<file path="src/rtl/lsu_pkg.sv">
// Shared definitions for the load/store unit: funct3 codes, FSM states, address width
// and the legality/alignment predicate used when a request is accepted.
package lsu_pkg;

  localparam int ADDR_W_DEF = 32;

  localparam logic [2:0] F3_LB  = 3'd0;
  localparam logic [2:0] F3_LH  = 3'd1;
  localparam logic [2:0] F3_LW  = 3'd2;
  localparam logic [2:0] F3_LBU = 3'd4;
  localparam logic [2:0] F3_LHU = 3'd5;
  localparam logic [2:0] F3_SB  = 3'd0;
  localparam logic [2:0] F3_SH  = 3'd1;
  localparam logic [2:0] F3_SW  = 3'd2;

  typedef enum logic [1:0] {
    IDLE   = 2'd0,
    ACCESS = 2'd1,
    RESP   = 2'd2
  } state_e;

  // funct3[1:0] encodes the access size for every legal code, so alignment keys off it.
  function automatic logic req_ok(input logic store, input logic [2:0] f3, input logic [1:0] lo);
    logic legal;
    logic aligned;
    if (store) legal = (f3 == F3_SB) || (f3 == F3_SH) || (f3 == F3_SW);
    else       legal = (f3 == F3_LB) || (f3 == F3_LH) || (f3 == F3_LW) ||
                       (f3 == F3_LBU) || (f3 == F3_LHU);
    case (f3[1:0])
      2'd1:    aligned = ~lo[0];
      2'd2:    aligned = (lo == 2'b00);
      default: aligned = 1'b1;
    endcase
    return legal && aligned;
  endfunction

endpackage

</file>
<file path="src/rtl/lsu_load_align.sv">
// Combinational load data extraction: picks the byte/halfword lane from the memory
// word and sign- or zero-extends it; zero latency, no flow control.
module lsu_load_align
  import lsu_pkg::*;
(
  input  logic [2:0]  funct3_i,
  input  logic [1:0]  lane_i,
  input  logic [31:0] word_i,
  output logic [31:0] data_o
);

  logic [7:0]  byte_sel;
  logic [15:0] half_sel;

  assign byte_sel = word_i[{lane_i, 3'b000} +: 8];
  assign half_sel = lane_i[1] ? word_i[31:16] : word_i[15:0];

  always_comb begin
    data_o = '0;
    case (funct3_i)
      F3_LB:   data_o = {{24{byte_sel[7]}}, byte_sel};
      F3_LH:   data_o = {{16{half_sel[15]}}, half_sel};
      F3_LW:   data_o = word_i;
      F3_LBU:  data_o = {24'd0, byte_sel};
      F3_LHU:  data_o = {16'd0, half_sel};
      default: data_o = '0;
    endcase
  end

endmodule

</file>
<file path="src/rtl/lsu.sv">
// Load/store unit: one request per 3 cycles (accept, ACCESS, RESP); errors respond after 1 cycle.
// req_ready is high only in IDLE; requests presented while busy are ignored, not queued.
module lsu
  import lsu_pkg::*;
#(
  parameter int ADDR_W = ADDR_W_DEF
) (
  input  logic              clk,
  input  logic              reset,
  input  logic              req_valid,
  output logic              req_ready,
  input  logic              req_store,
  input  logic [2:0]        req_funct3,
  input  logic [ADDR_W-1:0] req_addr,
  input  logic [31:0]       req_wdata,
  output logic              resp_valid,
  output logic              resp_err,
  output logic [31:0]       resp_rdata,
  output logic [ADDR_W-1:0] daddr,
  output logic [31:0]       dwdata,
  output logic [3:0]        we,
  input  logic [31:0]       drdata
);

  state_e            state_q, state_d;
  logic              store_q;
  logic [2:0]        f3_q;
  logic [ADDR_W-1:0] addr_q;
  logic [31:0]       wdata_q;
  logic              err_q, err_d;
  logic [31:0]       rdata_q, rdata_d;
  logic [31:0]       ld_res;
  logic              accept;
  logic              ok;
  logic              in_access;

  assign accept = req_valid && req_ready;
  assign ok     = req_ok(req_store, req_funct3, req_addr[1:0]);

  always_ff @(posedge clk) begin
    if (reset) state_q <= IDLE;
    else       state_q <= state_d;
  end

  always_comb begin
    state_d = state_q;
    case (state_q)
      IDLE:    if (accept) state_d = ok ? ACCESS : RESP;
      ACCESS:  state_d = RESP;
      RESP:    state_d = IDLE;
      default: state_d = IDLE;
    endcase
  end

  lsu_load_align u_align (
    .funct3_i (f3_q),
    .lane_i   (addr_q[1:0]),
    .word_i   (drdata),
    .data_o   (ld_res)
  );

  // Response registers are loaded for exactly one cycle so they read 0 outside RESP.
  assign err_d   = accept && !ok;
  assign rdata_d = (state_q == ACCESS && !store_q) ? ld_res : '0;

  always_ff @(posedge clk) begin
    if (reset) begin
      store_q <= 1'b0;
      f3_q    <= '0;
      addr_q  <= '0;
      wdata_q <= '0;
      err_q   <= 1'b0;
      rdata_q <= '0;
    end else begin
      if (accept) begin
        store_q <= req_store;
        f3_q    <= req_funct3;
        addr_q  <= req_addr;
        wdata_q <= req_wdata;
      end
      err_q   <= err_d;
      rdata_q <= rdata_d;
    end
  end

  // Memory side is gated by reset directly so a reset mid-ACCESS kills the write that cycle.
  always_comb begin
    in_access  = (state_q == ACCESS) && !reset;
    req_ready  = (state_q == IDLE) && !reset;
    resp_valid = (state_q == RESP) && !reset;
    resp_err   = err_q && !reset;
    resp_rdata = rdata_q;
    daddr      = '0;
    dwdata     = '0;
    we         = '0;
    if (in_access) begin
      daddr = addr_q;
      if (store_q) begin
        case (f3_q[1:0])
          2'd0: begin
            we     = 4'b0001 << addr_q[1:0];
            dwdata = {4{wdata_q[7:0]}};
          end
          2'd1: begin
            we     = addr_q[1] ? 4'b1100 : 4'b0011;
            dwdata = {2{wdata_q[15:0]}};
          end
          2'd2: begin
            we     = 4'b1111;
            dwdata = wdata_q;
          end
          default: begin
            we     = 4'b0000;
            dwdata = '0;
          end
        endcase
      end
    end
  end

endmodule

</file>
<file path="config.mk">
export PLATFORM = sky130hd
export DESIGN_NAME = lsu
export DESIGN_NICKNAME = d
export VERILOG_FILES = /design/src/rtl/lsu_pkg.sv /design/src/rtl/lsu_load_align.sv /design/src/rtl/lsu.sv
export SDC_FILE = /design/constraint.sdc
export NUM_CORES = 1
export LEC_CHECK = 0
export BUFFER_PORTS_ARGS = -buffer_cell sky130_fd_sc_hd__buf_2
export CELL_PAD_IN_SITES_DETAIL_PLACEMENT = 1
export CELL_PAD_IN_SITES_GLOBAL_PLACEMENT = 1
export CORE_AREA = 3 3 128 130
export DETAILED_ROUTE_END_ITERATION = 16
export DIE_AREA = 0 0 131 133
export PLACE_DENSITY = 0.73
export RECOVER_POWER = 50
export SETUP_SLACK_MARGIN = 0.02
export SKIP_CTS_REPAIR_TIMING = 1
export SKIP_LAST_GASP = 1
export SLEW_MARGIN = 20
export SYNTH_ARGS = -nofsm -noshare
export SYNTH_HDL_FRONTEND = slang
export SYNTH_SLANG_ARGS = --single-unit
</file>
<file path="constraint.sdc">
create_clock -name clk -period 1.6 [get_ports clk]
set_input_delay 0 -clock clk [delete_from_list [all_inputs] [get_ports clk]]
set_output_delay 0 -clock clk [all_outputs]
set_load 0.05 [all_outputs]
</file>
Word-level counts from Yosys, hierarchy flattened
Index checks and enable logic that the tools add are counted.
- register bits: 103
- bits in latches: 0
- bits in writable memories: 0
- bits in read-only memories: 0
- input bits: 103
- logic and storage cells: 62
- memories: 0
- add/subtract/negate cells: 0
- $mul: 0
- div/mod/pow operators: 0
- magnitude comparators: 0
- equality and inequality tests: 15
- shift-type cells: 2
- mux-type cells: 15
- bitwise operators: 2
- reduce and logical (&&, ||, !) cells: 21
- operators by type and width (operator ; count):
    $pmux W32 S5 ; 1
    $mux W32 ; 3
    $pmux W32 S3 ; 1
    $shiftx A32 B6 Y8 ; 1
    $mux W16 ; 1
    $eq A3 B3 Y1 const B ; 4
    $mux W4 ; 3
    $pmux W4 S3 ; 1
    $logic_and A1 B1 Y1 ; 8
    $eq A2 B1 Y1 const B ; 3
    $eq A2 B2 Y1 const B ; 3
    $eq A3 B1 Y1 const B ; 2
    $eq A3 B2 Y1 const B ; 2
    $logic_not A2 Y1 ; 3
    $logic_not A3 Y1 ; 2
    $logic_or A1 B1 Y1 ; 4
    $mux W2 ; 2
    $pmux W2 S2 ; 1
    $shl A1 B2 Y4 const A ; 1
    $logic_not A1 Y1 ; 3
    $ne A2 B2 Y1 const B ; 1
    $not A1 Y1 ; 2
    $pmux W1 S2 ; 1
    $reduce_or A2 Y1 ; 1
    $mux W1 ; 1

Logic depth before layout (Yosys ltp)
- depth after elaboration: 10
- mapped depth: 8
- gate-level depth less buffers: 6

Modules after synthesis
Synthesis repeated with hierarchy kept, for this count alone.
- cell total of the unflattened synthesis: 645
- area total of the unflattened synthesis: 4972.3 µm²
- by module, submodules not included (module ; times used ; cells an instance ; area an instance (µm²) ; seq. area each (µm²)):
    lsu ; 1 ; 537 ; 4210.3 ; 2062.0
    lsu_load_align ; 1 ; 108 ; 762.0 ; 0.0

Worst setup path after synthesis
Ideal clock, no wire load.
- path kind: register to register
- start: register state_q[1]
- end: register wdata_q[10]
- arrival: 2.342 ns
- data required time: 1.530 ns
- setup slack: -0.813 ns
- cell stages (with the launch flop): 8
- clock period less this slack: 2.413 ns
- path through: dfxtp_1 -> nor3_1 -> and2_1 -> buf_2 -> buf_4 -> buf_2 -> nand2_1 -> a21oi_1
- cells in the longest elaborated chain, start to end: 3
- ends and longest elaborated chain (item ; line ; source):
    start, declared ; lsu.sv:25 ; state_e state_q, state_d;
    start signal, assigned ; lsu.sv:42 ; else state_q <= state_d;
    $logic_not A2 Y1 ; lsu.sv:89 ; req_ready = (state_q == IDLE) && !reset;
    $logic_and A1 B1 Y1 ; lsu.sv:89 ;
    via req_ready ; lsu.sv:11 ; output logic req_ready,
    $logic_and A1 B1 Y1 ; lsu.sv:37 ; assign accept = req_valid && req_ready;
    end signal, assigned ; lsu.sv:79 ; wdata_q <= req_wdata;
    end, declared ; lsu.sv:29 ; logic [31:0] wdata_q;
The timed path passes the listed nets, and every way through them passes these cells.
A chain may end at the register's enable or synchronous reset.

Final worst setup path
- start: register state_q[0]
- end: output port dwdata[21]
- cells in the longest elaborated chain, start to end: 3
- ends and longest elaborated chain (item ; line ; source):
    $eq A2 B1 Y1 ; lsu.sv:88 ; in_access = (state_q == ACCESS) && !reset;
    $logic_and A1 B1 Y1 ; lsu.sv:88 ;
    $mux W32 ; lsu.sv:96 ; if (in_access) begin
    end, declared ; lsu.sv:20 ; output logic [31:0] dwdata,
No other way between the ends.

==> flow_summary.toml <==
[status]
run_status = "finished, violations left"
violations = "hold timing, setup timing"

[floorplanning]
ioPinCount = 206
die_height_um = 133
core.rowCount = 45
core_mm2 = 0.0153
design.die.area_mm2 = 0.0174
initial_core_util = 0.302
die_w_um = 131

[route]
vias_per_cell = 4.86
drc = 0
drt_pass1_iterations = 4
first_iter_violations = 303
post_dr_wirelength_cell_um = 17.9
count_of_vias_placed_by_the_detailed_router = 5424
drt_wl_total_mm = 20.0
drtAntennaViolNets = 0

[clocking]
maximum_buffer_depth_of_the_clock_tree = 2
numClockSinks = 103
worstSkewPairLatency_ps = 360
tritoncts = "yes"
h-tree-depth = 3
cts_made_buffers = 9
cts-root-buf = "clkbuf_16"
clkTransAtPathRegs_ps = 70

[critical_path]
critPathLaunchType = "flop"
critical_path.slowest_cell = "dfxtp_4"
critical_path.cell_chain = "nor3b_4 > nand2_2 > buf_6 > a21oi_1 > buf_4"
critical_path_peak_fanout = 24
worst_ep_arrival_time_ps = 1750
timing.critical_path.to_type = "primary output"
critPathRequiredTime_ps = 1600
critical-path-max-stage-delay_ps = 360
critPathKind = "reg -> out"

[sta]
timing.final.max_slew_violations = 0
max_freq_mhz = 572
final_min_period_over_clock_period = 1.09
fin_skew_ps = 6.85
setup_violations = 34
layout_setup_ws_ps = -148
timing.final.crit_period_ps = 1750
finalHoldViolCount = 3
worst_hold_slack_ps = -29.3
rsz0062_at_grt = "yes"
slew-limit-headroom = 0.517
max_slew.worst_pin.slew_ps = 725

[layout]
nNetsFinal = 1003
fillerInstances = 1851
synthToLayoutAreaGrowth_pct = 69.8
final_layout_size_suffix_gt1_frac = 0.336
final_core_utilization = 0.513
area_of_the_multi_input_gates_mm2 = 0.00258
register_area_mm2 = 0.00208

[synth]
synth-main-ff-cell = "dfxtp_1"
synth-seq-cells = 103
synth_cells = 596
asr_flop_ratio_synth = 0
synthesis.nets = 702
yosys.area.top_type_share = 0.448
yosysUniqueCellTypes = 36
synth-edff-count = 0
synthDominantAreaCellType = "dfxtp_1"
synth.area.top_cells = "dfxtp_1, nand2_1, a21oi_1"
synth_area_mm2 = 0.00461
synth-warning-count = 0
synth.yosys.seq_area_share = 0.448
avgSynthCellArea_um2 = 7.73

[grt]
grt-ovfl-total = 0
met3_usage = 0.0581
groute.layer.met1.usage = 0.219
grt-busiest-layer = "met2"
first_global_vias = 5059
largest_net_degree_at_the_start_of_global_routing = 59
grt_first_pass_wirelength_mm = 25.6
grt_util_all_layers = 0.184
antenna_found_initial = 4
gr-usage-met2 = 0.313

[pwr]
power.density_cell_area_mw_per_mm2 = 758
netSwitchingPower_uw = 1680
int_power_uw = 4250
share_seq_of_total_power = 0.461
clockPowerShare = 0.355
power.switching_fraction = 0.283
share_comb_of_total_power = 0.184
vdd_ir_drop_max_v = 0.000648
total_leakage_power_uw = 0.00319

[run]
cap_violations = 0

[place]
portBuffers = 205
place.gp.congestion = 0.932
place.detailed.hpwl_mm = 12.7

[worst_hold_path]
timing.hold.worst.class = "in -> reg"
-- area by class of cell --
type,instances,share of cell area
antenna,2,0.000640
sequential,103,0.265
clock buffer,10,0.0293
tap,211,0.0337
clock inverter,6,0.00576
timing repair buffer,336,0.333
inverter,4,0.00240
multi-input combinational,443,0.330
-- synth_stat cells, types with 6 or more instances --
cell type  number
nand2_1       165
a21oi_1       123
dfxtp_1       103
and2_1         42
nor2_1         38
clkbuf_1       32
nor2b_1        10
buf_2           9
a22oi_1         8
mux2_2          7
nand2b_1        7
a2bb2oi_1       6
-- worst max-delay path: cells and delay by family, from the launching register on --
family          cells  cell delay [ps]
compound gates      1              220
flops               1              360
buf+inv             2              470
simple gates        2              330
-- flip-flops by register name, indices dropped and copies added (netlist names) --
| name | count |
|---|---|
| f3_q | 3 |
| resp_rdata | 32 |
| err_q | 1 |
| store_q | 1 |
| addr_q | 32 |
| wdata_q | 32 |
| state_q | 2 |
-- through the flow --
step	instances	setup slack (ps)	setup TNS [ps]	power, uW	area (um^2)
floorplan	596	-210	-2230	3250	4700
global placement	999	-16.4	-16.4	3580	6100
detailed placement	999	-34.6	-114	3610	6100
CTS	1015	-395	-12950	5730	6370
global route	1115	-208	-8620	6180	7820
finish	1115	-148	-2040	5930	7820
-- power groups by stage --
| stage | Sequential, uW | Combinational [uW] | Clock (uW) |
|---|---|---|---|
| 6_report | 2730 | 1090 | 2110 |
| 5_1_grt | 2740 | 1180 | 2250 |
| 4_1_cts | 2720 | 834 | 2170 |
| 3_5_place_dp | 2780 | 830 | 0 |
| 3_3_place_gp | 2780 | 805 | 0 |
| 2_1_floorplan | 2790 | 451 | 0 |
-- per-layer routing --
layer  part of all wire  up-vias  wire length [um]
li1                   -     2585                 -
met5             0.0015        -                29
met1               0.39     2606              7840
met4              0.029        4               581
met3              0.060       44              1200
met2               0.52      185             10300
-- worst paths after layout --
kind | from | to | slack (ps) | depth (start not counted)
worst max register to register | state_q[1] | wdata_q[7] | 10 | 6
worst max-delay path | state_q[0] | dwdata[21] | -150 | 5
worst min register to register | addr_q[24] | addr_q[24] | 450 | 2
worst min-delay path | drdata[13] | resp_rdata[13] | -30 | 3
-- placed cells by master (no fill, tap or decap), types with 7 or more instances in the layout --
master / synthesis / layout
dlygate4sd3_1: 0 / 94
buf_6: 4 / 18
clkbuf_16: 0 / 11
nand2_1: 165 / 163
buf_8: 0 / 16
nor2_4: 0 / 7
buf_4: 1 / 31
buf_2: 9 / 129
dfxtp_1: 103 / 98
a21oi_1: 123 / 109
clkbuf_1: 32 / 34
nor2_1: 38 / 23
and2_4: 0 / 8
mux2_2: 7 / 7
and2_1: 42 / 32
nor2_2: 0 / 8
a22oi_1: 8 / 8
a21oi_2: 1 / 13
-- cells by family after synthesis --
| group | count (synthesis) | share of synthesized area |
|---|---|---|
| AOI/OAI and AO/OA | 155 | 0.191 |
| adders and majority gates | 3 | 0.00815 |
| buffers and inverters | 50 | 0.0505 |
| DFF | 103 | 0.448 |
| muxes | 12 | 0.0388 |
| and+or+nand+nor | 273 | 0.263 |
Power figures use the tool's default switching activity.
